$ cat config.mk
export PLATFORM = sky130hd
export DESIGN_NAME = bcd_timer_ctrl
export DESIGN_NICKNAME = d
export VERILOG_FILES = /design/src/rtl/bcd_timer_ctrl.sv
export SDC_FILE = /design/constraint.sdc
export NUM_CORES = 1
export LEC_CHECK = 0
export CAP_MARGIN = 10
export CORE_ASPECT_RATIO = 0.5
export CORE_MARGIN = 3
export CORE_UTILIZATION = 55
export CTS_CLUSTER_DIAMETER = 100
export DETAILED_ROUTE_END_ITERATION = 10
export PLACE_DENSITY = 0.88
export SLEW_MARGIN = 20
export SYNTH_ARGS = -nofsm -noshare
export SYNTH_HDL_FRONTEND = slang
export SYNTH_SLANG_ARGS = --single-unit
$ cat constraint.sdc
create_clock -name Clk -period 5.8 [get_ports Clk]
set_input_delay 1.16 -clock Clk [delete_from_list [all_inputs] [get_ports Clk]]
set_output_delay 1.16 -clock Clk [all_outputs]
set_load 0.02 [all_outputs]
$ cat src/rtl/bcd_timer_ctrl.sv
// 4-digit BCD up-counter with prescaler and IDLE/RUN/PAUSE/DONE control.
// Commands are level-sensitive with priority Clear > Stop > Start.
// When target compare is enabled, reaching the target count stops the counter in DONE.
module bcd_timer_ctrl #(
  parameter int unsigned PRESCALE = 4
) (
  input  logic        Clk,
  input  logic        Reset,
  input  logic        Start,
  input  logic        Stop,
  input  logic        Clear,
  input  logic        TargetEn,
  input  logic [15:0] Target,
  output logic [15:0] Count,
  output logic [1:0]  State,
  output logic        Running,
  output logic        Done,
  output logic        Wrap
);

  typedef enum logic [1:0] {
    StIdle  = 2'b00,
    StRun   = 2'b01,
    StPause = 2'b10,
    StDone  = 2'b11
  } state_e;

  localparam logic [15:0] PresLast = 16'(PRESCALE - 1);

  state_e      state_q;
  logic [15:0] count_q;
  logic [15:0] presc_q;
  logic        wrap_q;

  logic [15:0] count_inc;
  logic        count_wrap;
  logic        target_valid;
  logic        target_hit;
  logic        presc_last;

  // Ripple-carry BCD increment of the current count, plus target decode.
  always_comb begin
    logic       carry;
    logic [3:0] digit;
    count_inc    = '0;
    carry        = 1'b1;
    target_valid = 1'b1;
    for (int i = 0; i < 4; i++) begin
      digit = count_q[4*i +: 4];
      if (carry && digit == 4'd9) begin
        count_inc[4*i +: 4] = 4'd0;
      end else if (carry) begin
        count_inc[4*i +: 4] = digit + 4'd1;
        carry               = 1'b0;
      end else begin
        count_inc[4*i +: 4] = digit;
      end
      if (Target[4*i +: 4] > 4'd9) begin
        target_valid = 1'b0;
      end
    end
    count_wrap = carry;
    // A target with a non-BCD digit can never equal a BCD count.
    target_hit = target_valid && (count_inc == Target);
    presc_last = (presc_q == PresLast);
  end

  // Control FSM, prescaler, count and wrap pulse.
  always_ff @(posedge Clk or posedge Reset) begin
    if (Reset) begin
      state_q <= StIdle;
      count_q <= '0;
      presc_q <= '0;
      wrap_q  <= 1'b0;
    end else begin
      wrap_q <= 1'b0;
      if (Clear) begin
        state_q <= StIdle;
        count_q <= '0;
        presc_q <= '0;
      end else begin
        unique case (state_q)
          StIdle: begin
            if (!Stop && Start) begin
              state_q <= StRun;
              presc_q <= '0;
            end
          end
          StRun: begin
            if (Stop) begin
              // Prescaler and count hold; any tick due this cycle is dropped.
              state_q <= StPause;
            end else if (presc_last) begin
              presc_q <= '0;
              count_q <= count_inc;
              wrap_q  <= count_wrap;
              if (TargetEn && target_hit) begin
                state_q <= StDone;
              end
            end else begin
              presc_q <= presc_q + 16'd1;
            end
          end
          StPause: begin
            if (!Stop && Start) begin
              state_q <= StRun;
            end
          end
          StDone: begin
            state_q <= StDone;
          end
          default: begin
            state_q <= StIdle;
          end
        endcase
      end
    end
  end

  assign Count   = count_q;
  assign State   = state_q;
  assign Running = (state_q == StRun);
  assign Done    = (state_q == StDone);
  assign Wrap    = wrap_q;

endmodule

==> reports/metrics.cfg <==
[synthesis]
synth-seq-cells = 35
synth_commonest_cells = nor2_1, dfrtp_1, nand2_1
synthDistinctLibCells = 54
synth_area_sq_um = 2650
synthCells = 322
synthesis.nets = 351
syn-mean-instance-area_sq_um = 8.23
synth_largest_area_cell = dfrtp_1
synth_ff_type = dfrtp_1
yosysTopAreaCellShare = 0.330
yosysSeqAreaShare = 0.330
synthArstFlopShare = 1.00
synth_edf_count = 0
synth_warnings = 0
ys_top_cells_by_area = dfrtp_1, o21ai_0, nor2_1
synth_most_common_cell = nor2_1

[floorplanning]
die_w_um = 104
die_area_sq_um = 5740
pin_count = 43
core_area_sq_um = 4510
rows = 17
fp.dieH_um = 55.1
start_util = 0.588

[sta]
final.period_utilization = 0.569
period_minus_slack_ps = 3300
worstMarginPinSlew_ps = 860
max_freq_ghz = 0.303
whs_ps = 504
relSlewSlack = 0.424
worst_slack_ps = 2500
rsz0062_at_grt = false
setup_viol = 0
maxSlewViolCount = 0
tns_ps = 0
fin_skew_ps = 3.42
final-hold-violation-count = 0

[run]
drv_cap = 0

[clock_tree]
path_clk_slew_ps = 70
clock_latency_ps = 300
cts_sinks = 35
clockBufferDepth = 2
cts_root_buf = clkbuf_8
ctsResizeCount = 0
numCtsBuffers = 5
cts_tree = done
h-tree-depth = 2
cts_hold_buf = 0
cts_setup_buffers = 0

[power_and_ir_drop]
p_leak_nw = 1.26
power.density_nw_per_um2 = 152
vdd_ir_drop_max_mv = 0.113

[setup_path]
r2r_slack_ps = 3310
crit_type = in -> reg
timing.rr.start = Count[4]$_DFFE_PP0P_
crit_path_max_fanout = 23
worstPathArrival_ps = 3510
cp_common_cell = nor2_1
worst-r2r-cell-count = 7
cp-start-kind = input pin
crit_path_end_kind = flop
worstPathRequired_ps = 6020
crit_chain = clkdlybuf4s50_1 -> nor2_1 -> nand2_1 -> nor2_1 -> nand4_1 -> o21ai_0
reg2reg_to = State[1]$_DFFE_PP0P_
critPathSlowestCell = clkdlybuf4s50_1
cpPeakStageDelay_ps = 840

[detailed_routing]
totalWireLength_um = 6870
avgRoutedWirePerCell_um = 16.2
firstDrtPassIters = 5
drc_errors = 0
ant_nets = 0
vias = 2588
first_iter_violations = 145
vias_per_cell = 6.10

[global_routing]
grt_overflow = 0
grt_max_degree = 36
gr-usage-all-layers = 0.246
antenna_found_initial = 0
grt_pass1_vias = 2355
grt_pass1_wl_um = 11200

[layout]
drive_gt1_frac = 0.0419
diodes = 0
regArea_sq_um = 876
final_cell_count_no_fill = 424
multi_input_area_sq_um = 1660
area_growth_pct = 19.5
fillCellCount = 339
nets = 386

[hold_path]
worstHoldStart = presc_q[15]$_DFFE_PP0P_
hold_depth = 1
holdPathEnd = presc_q[15]$_DFFE_PP0P_
hp-class = reg -> reg

[place]
place_congestion = 0.875
hpwl_um = 4860
port_buffers = 42
dpl.cell_count = 416
dp_slack_ps = 2260

[outcome]
outcome = finished clean

## metrics by stage
step / power, mW / cell area [sq um] / utilization
after global placement: 0.302 / 3080 / 0.684
after floorplan: 0.276 / 2650 / -
after CTS: 0.485 / 3170 / 0.703
after global routing: 0.501 / 3170 / 0.703
after detailed placement: 0.303 / 3080 / 0.684
final: 0.481 / 3170 / 0.703
## state kept, by name (all words and copies together), names as in the netlist
| register | cells |
|---|---|
| Wrap | 1 |
| Count | 16 |
| State | 2 |
| presc_q | 16 |
## cell families after synthesis
logic type,Yosys count,synth area share
buffers and inverters,24,0.0425
AO/OA/AOI/OAI,73,0.170
flip-flops,35,0.330
adder cells (fa/ha/maj),7,0.0330
AND/OR/NAND/NOR,148,0.302
XOR/XNOR,22,0.0727
multiplexers,13,0.0491
## area by class of cell
cell class | count | area share
repair buffers | 43 | 0.135
clock buffers | 6 | 0.0229
inverters | 9 | 0.0107
well taps | 66 | 0.0261
clock inverters | 2 | 0.00395
flip-flops and latches | 35 | 0.276
multi-input cells | 263 | 0.525
## routing by layer
metal / up-vias / track usage / routed length (um)
li1: 1224 / - / -
met1: 1268 / 0.301 / 3000
met2: 81 / 0.457 / 3410
met3: 15 / 0.0429 / 351
met4: 0 / 0.0927 / 118
met5: - / 0 / 0
## layout by cell type (no fill, tap or decap), drive strengths merged, types with 3 or more instances in the layout
cell type | Yosys | layout
mux2i | 13 | 13
ha | 7 | 7
inv | 9 | 9
nand3 | 13 | 13
o31ai | 4 | 4
clkbuf | 9 | 6
xor2 | 7 | 7
and2 | 3 | 3
o221ai | 3 | 3
clkdlybuf4s50 | 0 | 42
nor4 | 9 | 9
nor3 | 9 | 9
or3 | 4 | 4
nor2b | 5 | 5
nand2b | 4 | 4
and3b | 4 | 4
nand3b | 4 | 4
a21oi | 18 | 18
nand2 | 35 | 35
and3 | 5 | 5
xnor2 | 15 | 15
dfrtp | 35 | 35
o21ai | 31 | 31
nor2 | 37 | 37
nand4 | 4 | 4
o21a | 3 | 3
## power by group
part           leakage [nW]  internal, mW  switching, mW
sequential            0.488         0.245        0.00156
clock                0.0412        0.0840         0.0979
combinational         0.729        0.0241         0.0291
## worst max-delay path by stage
stage / to / depth (start not counted) / from
floorplan: State[1]$_DFFE_PP0P_ / 6 / Target[14]
global placement: presc_q[15]$_DFFE_PP0P_ / 6 / Clear
detailed placement: presc_q[15]$_DFFE_PP0P_ / 6 / Clear
CTS: presc_q[15]$_DFFE_PP0P_ / 6 / Clear
global route: presc_q[5]$_DFFE_PP0P_ / 6 / Clear
finish: presc_q[15]$_DFFE_PP0P_ / 6 / Clear
## critical path, delay by kind of cell
family          cells  cell delay (ps)
compound gates      1              180
simple gates        4             1320
buf+inv             1              840
Note: power is estimated with default switching activity, not from simulation.
